===== config.mk =====
export PLATFORM = sky130hd
export DESIGN_NAME = div3_seq_ctrl
export DESIGN_NICKNAME = d
export VERILOG_FILES = /design/src/rtl/div3_pkg.sv /design/src/rtl/div3_step.sv /design/src/rtl/div3_seq_ctrl.sv
export SDC_FILE = /design/constraint.sdc
export NUM_CORES = 1
export LEC_CHECK = 0
export ABC_CLOCK_PERIOD_IN_PS = 8200
export CORE_ASPECT_RATIO = 1.4
export CORE_MARGIN = 4
export CORE_UTILIZATION = 45
export DETAILED_ROUTE_END_ITERATION = 10
export MAX_ROUTING_LAYER = met4
export PLACE_DENSITY_LB_ADDON = 0.1
export SLEW_MARGIN = 0
export SYNTH_ARGS = -nofsm -noshare
export SYNTH_HDL_FRONTEND = slang
export SYNTH_SLANG_ARGS = --single-unit

===== constraint.sdc =====
create_clock -name clk -period 8.2 [get_ports clk]
set_input_delay 1.64 -clock clk [delete_from_list [all_inputs] [get_ports clk]]
set_output_delay 1.64 -clock clk [all_outputs]
set_load 0.05 [all_outputs]

===== src/rtl/div3_pkg.sv =====
// Shared types and default sizing for the sequential divide-by-3 controller.
package div3_pkg;

    localparam int DATA_W_DEF  = 16;
    localparam int CHUNK_W_DEF = 4;
    localparam int STEPS       = DATA_W_DEF / CHUNK_W_DEF;
    localparam int REM_W       = 2;
    localparam int CNT_W       = $clog2(STEPS);

    typedef enum logic [1:0] {
        IDLE,
        RUN,
        DONE
    } state_t;

endpackage


===== src/rtl/div3_step.sv =====
// One constant-division step: {rem, chunk} / 3 as a (CHUNK_W+2)-input LUT.
module div3_step
    import div3_pkg::*;
#(
    parameter int CHUNK_W = CHUNK_W_DEF
) (
    input  logic [REM_W-1:0]   rem,
    input  logic [CHUNK_W-1:0] chunk,
    output logic [CHUNK_W-1:0] digit,
    output logic [REM_W-1:0]   rem_next
);

    localparam int V_W = CHUNK_W + REM_W;
    localparam logic [V_W-1:0] DIVISOR = V_W'(3);

    logic [V_W-1:0] v;
    logic [V_W-1:0] q_full;
    logic [V_W-1:0] r_full;

    always_comb begin
        v        = {rem, chunk};
        q_full   = v / DIVISOR;
        r_full   = v % DIVISOR;
        digit    = q_full[CHUNK_W-1:0];
        rem_next = r_full[REM_W-1:0];
        // A legal remainder (< 3) keeps the digit inside CHUNK_W bits.
        assert (q_full[V_W-1:CHUNK_W] == '0 && r_full[V_W-1:REM_W] == '0);
    end

endmodule


===== src/rtl/div3_seq_ctrl.sv =====
// Sequential divide-by-3: walks the dividend MSB-first, one CHUNK_W chunk per cycle.
module div3_seq_ctrl
    import div3_pkg::*;
#(
    parameter int DATA_W  = DATA_W_DEF,
    parameter int CHUNK_W = CHUNK_W_DEF
) (
    input  logic              clk,
    input  logic              rst,
    input  logic              in_valid,
    output logic              in_ready,
    input  logic [DATA_W-1:0] in_data,
    output logic              out_valid,
    input  logic              out_ready,
    output logic [DATA_W-1:0] out_quot,
    output logic [REM_W-1:0]  out_rem,
    output logic              busy
);

    localparam int N_STEPS = DATA_W / CHUNK_W;
    localparam int N_CNT_W = (N_STEPS > 1) ? $clog2(N_STEPS) : 1;
    localparam logic [N_CNT_W-1:0] LAST_STEP = N_CNT_W'(N_STEPS - 1);

    state_t             state_q;
    state_t             state_d;
    logic [N_CNT_W-1:0] cnt;
    logic [REM_W-1:0]   rem;
    logic [DATA_W-1:0]  dvd;
    logic [DATA_W-1:0]  quo;
    logic [DATA_W-1:0]  quo_next;
    logic [CHUNK_W-1:0] digit;
    logic [REM_W-1:0]   rem_next;
    logic               accept;
    logic               last_step;

    // in_ready is held low during reset even though the state already reads IDLE.
    assign in_ready  = (state_q == IDLE) && !rst;
    assign busy      = (state_q == RUN) || (state_q == DONE);
    assign accept    = in_valid && in_ready;
    assign last_step = (state_q == RUN) && (cnt == LAST_STEP);
    assign quo_next  = {quo[DATA_W-CHUNK_W-1:0], digit};

    div3_step #(
        .CHUNK_W (CHUNK_W)
    ) u_step (
        .rem      (rem),
        .chunk    (dvd[DATA_W-1 -: CHUNK_W]),
        .digit    (digit),
        .rem_next (rem_next)
    );

    always_comb begin
        state_d = state_q;
        case (state_q)
            IDLE:    if (accept) state_d = RUN;
            RUN:     if (cnt == LAST_STEP) state_d = DONE;
            DONE:    if (out_ready) state_d = IDLE;
            default: state_d = IDLE;
        endcase
    end

    always_ff @(posedge clk or posedge rst) begin
        if (rst) begin
            state_q   <= IDLE;
            cnt       <= '0;
            rem       <= '0;
            out_quot  <= '0;
            out_rem   <= '0;
            out_valid <= 1'b0;
        end else begin
            state_q <= state_d;
            if (accept) begin
                cnt <= '0;
                rem <= '0;
            end else if (state_q == RUN) begin
                cnt <= cnt + 1'b1;
                rem <= rem_next;
            end
            if (last_step) begin
                out_quot  <= quo_next;
                out_rem   <= rem_next;
                out_valid <= 1'b1;
            end else if ((state_q == DONE) && out_ready) begin
                out_valid <= 1'b0;
            end
        end
    end

    // Shift registers are pure datapath; an aborted job leaves them stale but unused.
    always_ff @(posedge clk) begin
        if (accept) begin
            dvd <= in_data;
            quo <= '0;
        end else if (state_q == RUN) begin
            dvd <= dvd << CHUNK_W;
            quo <= quo_next;
        end
    end

endmodule

# ---- Word level (Yosys, flattened, before mapping)
# Cells that the tools add are included.
dict set report op_classes {
  reduce_logical 10
  mux 12
  div 2
  n_eq_ne 6
  n_addsub 1
}
# op n
set op_table {}
lappend op_table {{16-bit two-way mux} 2}
lappend op_table {{2-bit two-way mux} 7}
lappend op_table {{6-bit by 2-bit divider with 6-bit output, second input constant} 1}
lappend op_table {{6-bit by 2-bit remainder unit with 6-bit output, second input constant} 1}
lappend op_table {{2-bit != test, second input constant} 3}
lappend op_table {{2-bit one-hot mux with 3 select lines} 1}
lappend op_table {{2-bit == test, second input constant} 2}
lappend op_table {{1-bit logical AND} 4}
lappend op_table {{2-bit nonzero test} 2}
lappend op_table {{3-bit AND reduction} 1}
lappend op_table {{2-bit by 1-bit adder with 2-bit output, second input constant} 1}
lappend op_table {{2-bit by 1-bit == test with 1-bit output, second input constant} 1}
lappend op_table {{2-bit zero test} 1}
lappend op_table {{1-bit two-way mux} 2}
lappend op_table {{1-bit zero test} 1}
lappend op_table {{1-bit logical OR} 1}
dict set report word_totals {
  word_cells 39
  register_bits 53
  output_inout_bits 21
  in_bits 20
}

# ---- Logic depth before layout (Yosys ltp)
# Gate-level depths: netlist of run 1.
dict set report logic_depth {
  ltp_word 5
  depth_mapped 16
  ltp_nobuf 14
}

# ---- Cells and area by module
# A second synthesis of run 1 with hierarchy kept.
dict set report unflattened {
  cells_unflattened 202
  area_unflattened_um2 2602.5
}
# module cells_per_inst n_inst seq_area_each_um2 area_per_inst_um2
set by_module_without_submodules {}
lappend by_module_without_submodules {div3_seq_ctrl 148 1 1346.3 2179.6}
lappend by_module_without_submodules {div3_step 54 1 0.0 422.9}

# ---- Least setup slack after synthesis of run 1
# Ideal clock, no wire load.
dict set report synth_timing {
  kind {input to output}
  startpoint {in rst}
  endpoint {out in_ready}
  path_buffers 0
  arrival_ns 2.465
  setup_slack_ns 4.095
  required_time_ns 6.560
  stages 1
  cell_sequence {nor2b_1}
}
dict set report synth_between {
  elab_chain_len 2
}
# item line_no
set synth_lines {}
lappend synth_lines {{start, declared} div3_seq_ctrl.sv:9} ;# input logic rst,
lappend synth_lines {{1-bit zero test (no source line)} --}
lappend synth_lines {{1-bit logical AND} div3_seq_ctrl.sv:37} ;# assign in_ready = (state_q == IDLE) && !rst;
lappend synth_lines {{end, declared} div3_seq_ctrl.sv:11} ;# output logic in_ready,
# No other way between the ends.

# ---- Worst setup path after layout of run 1
# Same ends and word-level chain as after synthesis.

==> results of run 1 <==
worst reg2reg max path, delay by kind of cell, from the launching register on:
kind | cells | cell delay (ps)
AOI/OAI and AO/OA | 6 | 1110
and+or+nand+nor | 3 | 800
DFF | 1 | 500
adders and majority gates | 2 | 410
muxes | 1 | 190
buffers and inverters | 2 | 120
how the worst min path moves through the flow:
stage / startpoint / to / slack (ps) / cells past startpoint
after floorplan: quo[10] / quo[10] / 460 / 2
after global placement: out_quot[1] / out_quot[1] / 460 / 2
after detailed placement: out_quot[0] / out_quot[0] / 470 / 2
after CTS: out_quot[0] / out_quot[0] / 490 / 2
after global routing: out_rem[1] / out_rem[1] / 520 / 2
final: out_quot[0] / out_quot[0] / 480 / 2
cells in the final DEF (no fill, tap or decap), types with 5 or more instances in the layout:
| cell | synthesis | routed |
|---|---|---|
| nor2_1 | 18 | 18 |
| edfxtp_1 | 16 | 16 |
| inv_1 | 10 | 10 |
| clkbuf_8 | 0 | 5 |
| nand2_1 | 51 | 51 |
| clkdlybuf4s50_1 | 0 | 40 |
| mux2_2 | 13 | 13 |
| and3_1 | 5 | 5 |
| dfxtp_1 | 12 | 12 |
| dfrtp_1 | 25 | 25 |
| mux2i_1 | 11 | 11 |
| o21ai_0 | 8 | 8 |
| ha_1 | 6 | 6 |
metrics by stage:
stage                     hold slack (ps)  setup WS (ps)    util  instances  area (um^2)
after floorplan                     456.1           4095       -        225         2390
after global placement              462.2           3338  0.5474        320         2824
after detailed placement            470.1           3328  0.5474        320         2824
after CTS                           493.2           3318  0.5656        328         2918
after global routing                519.2           3209  0.5656        328         2918
final                               483.6           3331  0.5656        328         2918
state kept, by name, summed over array words and instances (netlist names):
register   count
dvd           16
out_valid      1
out_rem        2
rem            2
cnt            2
quo           12
state_q        2
out_quot      16
cell type report:
| cell class | count | share of cell area |
|---|---|---|
| inverter | 10 | 0.01286 |
| timing repair buffer | 41 | 0.1398 |
| multi-input combinational | 150 | 0.3255 |
| clock buffer | 5 | 0.02358 |
| clock inverter | 3 | 0.008576 |
| sequential | 53 | 0.4614 |
| tap | 66 | 0.02830 |
layer usage:
layer | wire length (um) | vias to the layer above
met5 | 0 | -
met4 | 59 | 0
met3 | 192 | 5
met2 | 2047 | 34
met1 | 1843 | 790
li1 | - | 845
cells by family (layout without fill, tap and decap cells):
family,count (synthesis),count (layout),synth area share
mux,24,24,0.1073
xor+xnor,3,3,0.01100
flops,53,53,0.5634
fa+ha+maj,6,6,0.03141
simple gates,90,90,0.1712
compound gates,27,27,0.07645
buf+inv,22,59,0.03927
==> results.yml, run 1 <==
clocking:
  cts_tree: "built"
  clock-sinks: 53
  max-clock-path-buffers: 2
  clk_latency_ps: 310
  clockRootBuffer: "clkbuf_8"
  cts_max_level: 2
  post-cts-setup-buffers: 0
  cts_buffers: 5
  ctsHoldBuffers: 0
  ctsResizeCount: 0
  cts.clk_slew.worst_paths_ps: 90
placed_design:
  hpwl_mm: 2.880
  gp_congestion: 0.7797
  port_buffers: 40
detailed_routing:
  vias_per_cell: 5.104
  drcViolationCount: 0
  wl_mm: 4.142
  wire_per_inst_um: 12.63
  detail_route.first_pass.iterations: 4
  drt_iter0_drc: 87
  vias: 1674
  drtAntennaViolNets: 0
die:
  ioPinCount: 41
  coreArea_mm2: 0.005159
  die_h_um: 94.23
  start_util: 0.4633
  num_rows: 31
  dieArea_mm2: 0.006557
  die_w_um: 69.59
timing:
  max_freq_mhz: 205.4
  worstMarginPinSlew_ps: 992.1
  slew_violations: 0
  finalClockSkew_ps: 7.551
  rsz0062_at_grt: "no"
  fin_crit_sh: 0.5938
  hold_violations: 0
  min_period_ps: 4869
  setup_viol: 0
  relSlewSlack: 0.3386
  tns_ps: 0
synthesis:
  seq_area_frac_synth: 0.5634
  ys_types: 44
  synth.cell_area_mm2: 0.002390
  syn_area_per_cell_um2: 10.62
  ys_ff_latch: 53
  synth_edf_count: 16
  synth.top_cells.by_count: "51 x nand2_1, 25 x dfrtp_1, 18 x nor2_1, 16 x edfxtp_1, 13 x mux2_2"
  ys_warn_count: 0
  synth_flop_cell: "dfrtp_1"
  yosysMostFrequentCell: "nand2_1"
  synth_cells: 225
  synth_area_leaders: "dfrtp_1 26%, edfxtp_1 20%, dfxtp_1 10%, nand2_1 8.0%, mux2_2 6.1%"
  async_flop_share: 0.4717
  synth_top_cell_area_share: 0.2618
  synth_top_cell_by_area: "dfrtp_1"
  syn-num-nets: 251
worst_setup_path:
  ff2ff_path_depth: 14
  cp-start-kind: "input pin"
  worst-path-buf-inv: 2
  crit_cells: 3
  startpoint: "rst"
  r2r-start: "rem[0]"
  crit_chain: "clkdlybuf4s50_1, nor2b_1, clkdlybuf4s50_1"
  max_stage_delay_ps: 870
  critPathRequiredTime_ps: 6560
  cpLargestDelayFamily: "buffers and inverters"
  endpoint_kind: "output port"
  r2r-end: "rem[1]"
  crit_path_frequent_cell: "clkdlybuf4s50_1"
  cp-endpoint: "in_ready"
  r2r_slack_ps: 4920
  arrival_ps: 3230
  cp_max_fo: 7
  setup.worst_path.class: "in -> out"
  slowest_stage: "clkdlybuf4s50_1"
final_layout:
  seq_area_mm2: 0.001346
  area_delta_synth_final_pct: 22.09
  multi_input_area_um2: 949.7
  drive_gt1_frac: 0.09924
  fin_nets: 287
  diodes: 0
  fill_cells: 493
run:
  drv_cap: 0
grt:
  grt_pass1_vias: 1577
  grt_use_met2: 0.2325
  grt_use_total: 0.1384
  top_usage_layer: "met2"
  grt_max_degree: 29
  gr-total-overflow: 0
  antenna_found_initial: 0
  use_met3: 0.03319
  grt_pass1_wl_mm: 7.058
  grt_util_met1: 0.1626
worst_hold_path:
  hp-class: "reg -> reg"
run_status:
  status: "finished clean"
Power of run 1 is not shown: default switching activity piles up to over one toggle a cycle in this logic, so the estimate is an artifact.
==> run 2, diff against run 1 <==
--- a/config.mk
+++ b/config.mk
@@ -5,7 +5,7 @@
 export SDC_FILE = /design/constraint.sdc
 export NUM_CORES = 1
 export LEC_CHECK = 0
-export ABC_CLOCK_PERIOD_IN_PS = 8200
+export ABC_CLOCK_PERIOD_IN_PS = 4870
 export CORE_ASPECT_RATIO = 1.4
 export CORE_MARGIN = 4
 export CORE_UTILIZATION = 45
==> constraint.sdc (replaced) <==
create_clock -name clk -period 4.87 [get_ports clk]
set_input_delay 0.974 -clock clk [delete_from_list [all_inputs] [get_ports clk]]
set_output_delay 0.974 -clock clk [all_outputs]
set_load 0.05 [all_outputs]
==> results.yml, run 2 (synthesized netlist as in run 1, its figures left out) <==
timing:
  setup_viol: 0
  max_freq_mhz: 282.7
  hold_violations: 0
  worstMarginPinSlew_ps: 989.7
  fin_crit_sh: 0.7263
  tns_ps: 0
  slew_violations: 0
  relSlewSlack: 0.3395
  min_period_ps: 3537
  post-route-worst-setup-slack_ps: 1333
  rsz0062_at_grt: "no"
  finalClockSkew_ps: 9.846
clocking:
  cts.clk_slew.worst_paths_ps: 90
  clock-sinks: 53
  post-cts-setup-buffers: 0
  cts_max_level: 2
  max-clock-path-buffers: 2
  clockRootBuffer: "clkbuf_8"
  ctsResizeCount: 0
  clk_latency_ps: 310
  cts_buffers: 5
  ctsHoldBuffers: 0
  cts_tree: "built"
worst_setup_path:
  max_stage_delay_ps: 870
  cpLargestDelayFamily: "buffers and inverters"
  r2r_slack_ps: 1620
  critPathRequiredTime_ps: 3900
  endpoint_kind: "output port"
  cp_max_fo: 7
  cp-start-kind: "input pin"
  crit_chain: "clkdlybuf4s50_1, nor2b_1, clkdlybuf4s50_1"
  crit_path_frequent_cell: "clkdlybuf4s50_1"
  worst-path-buf-inv: 2
  arrival_ps: 2560
  slowest_stage: "clkdlybuf4s50_1"
  setup.worst_path.class: "in -> out"
placed_design:
  hpwl_mm: 2.919
  postPlaceCellArea_mm2: 0.002824
  preCtsSetupSlack_ps: 1330
  gp_congestion: 0.7973
  port_buffers: 40
die:
  coreArea_mm2: 0.005159
  start_util: 0.4633
  die_h_um: 94.23
  die_w_um: 69.59
  dieArea_mm2: 0.006557
  num_rows: 31
  ioPinCount: 41
final_layout:
  top_regs: "dvd: 16 flops, out_quot: 16 flops, quo: 12 flops"
  fin_nets: 287
  final_core_util: 0.5683
  area_delta_synth_final_pct: 22.67
  stdcell_area_mm2: 0.002932
  final_cell_mix: "51 x nand2_1, 40 x clkdlybuf4s50_1, 25 x dfrtp_1, 18 x nor2_1, 16 x edfxtp_1"
  layout_commonest_cell: "nand2_1"
  drive_gt1_frac: 0.09924
  diodes: 0
grt:
  gr-total-overflow: 0
  grt_pass1_vias: 1617
  grt_max_degree: 29
  grt_use_total: 0.1433
  antenna_found_initial: 0
  grt_pass1_wl_mm: 7.307
detailed_routing:
  drtAntennaViolNets: 0
  wire_per_inst_um: 12.67
  drt_iter0_drc: 80
  detail_route.first_pass.iterations: 4
  vias: 1671
  drcViolationCount: 0
  wl_mm: 4.155
  vias_per_cell: 5.095
run:
  drv_cap: 0
run_status:
  status: "finished clean"
worst_hold_path:
  hp-class: "reg -> reg"
run 2: cell count changes in the layout (fill, tap and decap cells not counted), sizes merged:
cell | previous run | this run
clkbuf | 5 | 6
clkinv | 0 | 1
clkinvlp | 1 | 0
inv | 12 | 11
run 2: worst reg2reg max path, stage by stage (launching register included):
cell     delay (ps)
dfrtp_1         490
and3b_2         280
nor3_1          300
or2_4           200
inv_1            40
ha_1            200
nor4_1          390
o32ai_1         140
mux2i_1         280
ha_1            220
a31oi_1          40
o221a_1         230
and3b_1         220
nor3_2          150
run 2: cell type report:
type / count / area [um^2]
clock buffers: 6 / 93.84
clock inverters: 2 / 13.76
inverters: 10 / 37.54
well taps: 66 / 82.58
flip-flops and latches: 53 / 1346
repair buffers: 41 / 407.9
multi-input cells: 150 / 949.7
fillers: 454 / 2227
run 2: layer usage:
metal | vias up | global-route usage | part of all wire
met5 | - | - | 0
met4 | 0 | 0.05375 | 0.017
met3 | 6 | 0.02998 | 0.044
met2 | 38 | 0.2508 | 0.50
met1 | 789 | 0.1612 | 0.44
li1 | 838 | - | -
run 2: path summary, 6_finish.rpt:
path / from / end / depth (start not counted)
max: rst / in_ready / 3
min: out_quot[0] / out_quot[0] / 2
max reg2reg: rem[0] / rem[0] / 13
min reg2reg: out_quot[0] / out_quot[0] / 2
max in group asynchronous: rst / out_rem[0] / 2
min in group asynchronous: rst / cnt[0] / 2
run 2: through the flow:
stage	instances	hold WS, ps
global placement	320	460.3
floorplan	225	456.1
global route	328	517.3
detailed placement	320	462.2
finish	328	480.0
CTS	328	491.5
Power of run 2 is left out for the same reason.
==> run 3, diff against run 2 <==
--- a/config.mk
+++ b/config.mk
@@ -5,7 +5,7 @@
 export SDC_FILE = /design/constraint.sdc
 export NUM_CORES = 1
 export LEC_CHECK = 0
-export ABC_CLOCK_PERIOD_IN_PS = 4870
+export ABC_CLOCK_PERIOD_IN_PS = 3400
 export CORE_ASPECT_RATIO = 1.4
 export CORE_MARGIN = 4
 export CORE_UTILIZATION = 45
==> constraint.sdc (replaced) <==
create_clock -name clk -period 3.4 [get_ports clk]
set_input_delay 0.68 -clock clk [delete_from_list [all_inputs] [get_ports clk]]
set_output_delay 0.68 -clock clk [all_outputs]
set_load 0.05 [all_outputs]
==> results.yml, run 3 (synthesized netlist as in run 1, its figures left out) <==
run_status:
  status: "finished clean"
worst_setup_path:
  cp-endpoint: "out_rem[1]"
  setup.worst_path.class: "reg -> reg"
  startpoint: "rem[0]"
  slowest_stage: "dfrtp_1"
  cp_max_fo: 12
  critPathRequiredTime_ps: 3560
  r2r-end: "out_rem[1]"
  cpLargestDelayFamily: "compound AO/OA/AOI/OAI gates"
  max_stage_delay_ps: 510
  cp-start-kind: "register"
  arrival_ps: 3310
  worst-path-buf-inv: 2
  crit_chain: "or3b_1, o211a_2, or2_4, inv_1, ha_1, inv_1, o2111a_1, o32ai_1, mux2i_1, ha_1, a31oi_1, o221a_2, mux2i_1, o21ai_0"
  crit_cells: 14
  r2r_slack_ps: 250
  endpoint_kind: "register"
  r2r-start: "rem[0]"
  ff2ff_path_depth: 14
clocking:
  cts_buffers: 5
  clock-sinks: 53
  clk_latency_ps: 310
  ctsHoldBuffers: 0
  cts_max_level: 2
  cts.clk_slew.worst_paths_ps: 90
  clockRootBuffer: "clkbuf_8"
  max-clock-path-buffers: 2
  cts_tree: "built"
final_layout:
  final_cell_mix: "51 x nand2_1, 40 x clkdlybuf4s50_1, 25 x dfrtp_1, 18 x nor2_1, 16 x edfxtp_1"
  diodes: 0
  area_delta_synth_final_pct: 23.82
  drive_gt1_frac: 0.1241
  fin_nets: 291
  top_regs: "dvd: 16 flops, out_quot: 16 flops, quo: 12 flops"
  layout_commonest_cell: "nand2_1"
placed_design:
  gp_congestion: 0.7779
  port_buffers: 40
  hpwl_mm: 3.092
grt:
  gr-total-overflow: 0
  grt_pass1_wl_mm: 7.569
  grt_max_degree: 29
  grt_pass1_vias: 1661
  antenna_found_initial: 0
  grt_use_total: 0.1492
detailed_routing:
  wl_met1_mm: 1.908
  detail_route.first_pass.iterations: 4
  drcViolationCount: 0
  wl_mm: 4.385
  wire_per_inst_um: 13.21
  vias: 1689
  top_layer_used: "met4"
  dr_wl_met3_um: 171
  dr_wl_met2_mm: 2.239
  drtAntennaViolNets: 0
  vias_per_cell: 5.087
  drt_iter0_drc: 97
timing:
  hold_violations: 0
  fin_crit_sh: 0.9268
  relSlewSlack: 0.3509
  finalClockSkew_ps: 7.167
  tns_ps: 0
  max_freq_mhz: 317.3
  worstMarginPinSlew_ps: 972.5
  setup_viol: 0
  min_period_ps: 3151
  slew_violations: 0
  rsz0062_at_grt: "no"
die:
  num_rows: 31
  dieArea_mm2: 0.006557
  ioPinCount: 41
  coreArea_mm2: 0.005159
  die_w_um: 69.59
  die_h_um: 94.23
  start_util: 0.4633
run:
  drv_cap: 0
worst_hold_path:
  hp-class: "reg -> reg"
[run 3: worst min path at each step]
stage	from	to	slack, ps	depth (start not counted)
after global routing	out_rem[1]	out_rem[1]	520	2
after global placement	out_quot[1]	out_quot[1]	460	2
after detailed placement	out_quot[1]	out_quot[1]	470	2
after floorplan	quo[10]	quo[10]	460	2
final	out_quot[0]	out_quot[0]	490	2
after CTS	out_quot[1]	out_quot[1]	500	2
[run 3: final cells by class]
| type | instances | area [um^2] |
|---|---|---|
| clock buffers | 5 | 68.82 |
| clock inverters | 3 | 25.02 |
| fillers | 447 | 2200 |
| well taps | 66 | 82.58 |
| inverters | 10 | 37.54 |
| repair buffers | 45 | 437.9 |
| flip-flops and latches | 53 | 1346 |
| multi-input cells | 150 | 960.9 |
[run 3: routing by layer]
layer / up-vias / global-route usage
li1: 853 / -
met1: 793 / 0.1661
met2: 36 / 0.2611
met3: 7 / 0.03533
met4: 0 / 0.05375
met5: - / -
[run 3: metrics by stage]
stage	cell area [um^2]	worst slack, ps	std cells	utilization	hold slack (ps)
CTS	2948	149.6	332	0.5714	495.6
floorplan	2390	561.9	225	-	456.1
finish	2959	248.7	332	0.5736	486.4
global placement	2854	249.7	324	0.5532	464.0
detailed placement	2854	166.7	324	0.5532	470.5
global route	2959	12.76	332	0.5736	515.9
[run 3: worst register-to-register path: cells and delay by family (launching register included)]
kind | cells | cell delay (ps)
muxes | 2 | 370
buffers and inverters | 2 | 140
DFF | 1 | 510
and+or+nand+nor | 2 | 660
AOI/OAI and AO/OA | 6 | 950
adders and majority gates | 2 | 400
[run 3: timing repair]
| action | 4_1_cts | 5_1_grt |
|---|---|---|
| resized for setup | 0 | 3 |
| hold endpoints to repair | 0 | 0 |
| endpoints found under the setup margin | 0 | 5 |
| setup buffers | 0 | 0 |
Power of run 3 is left out for the same reason.
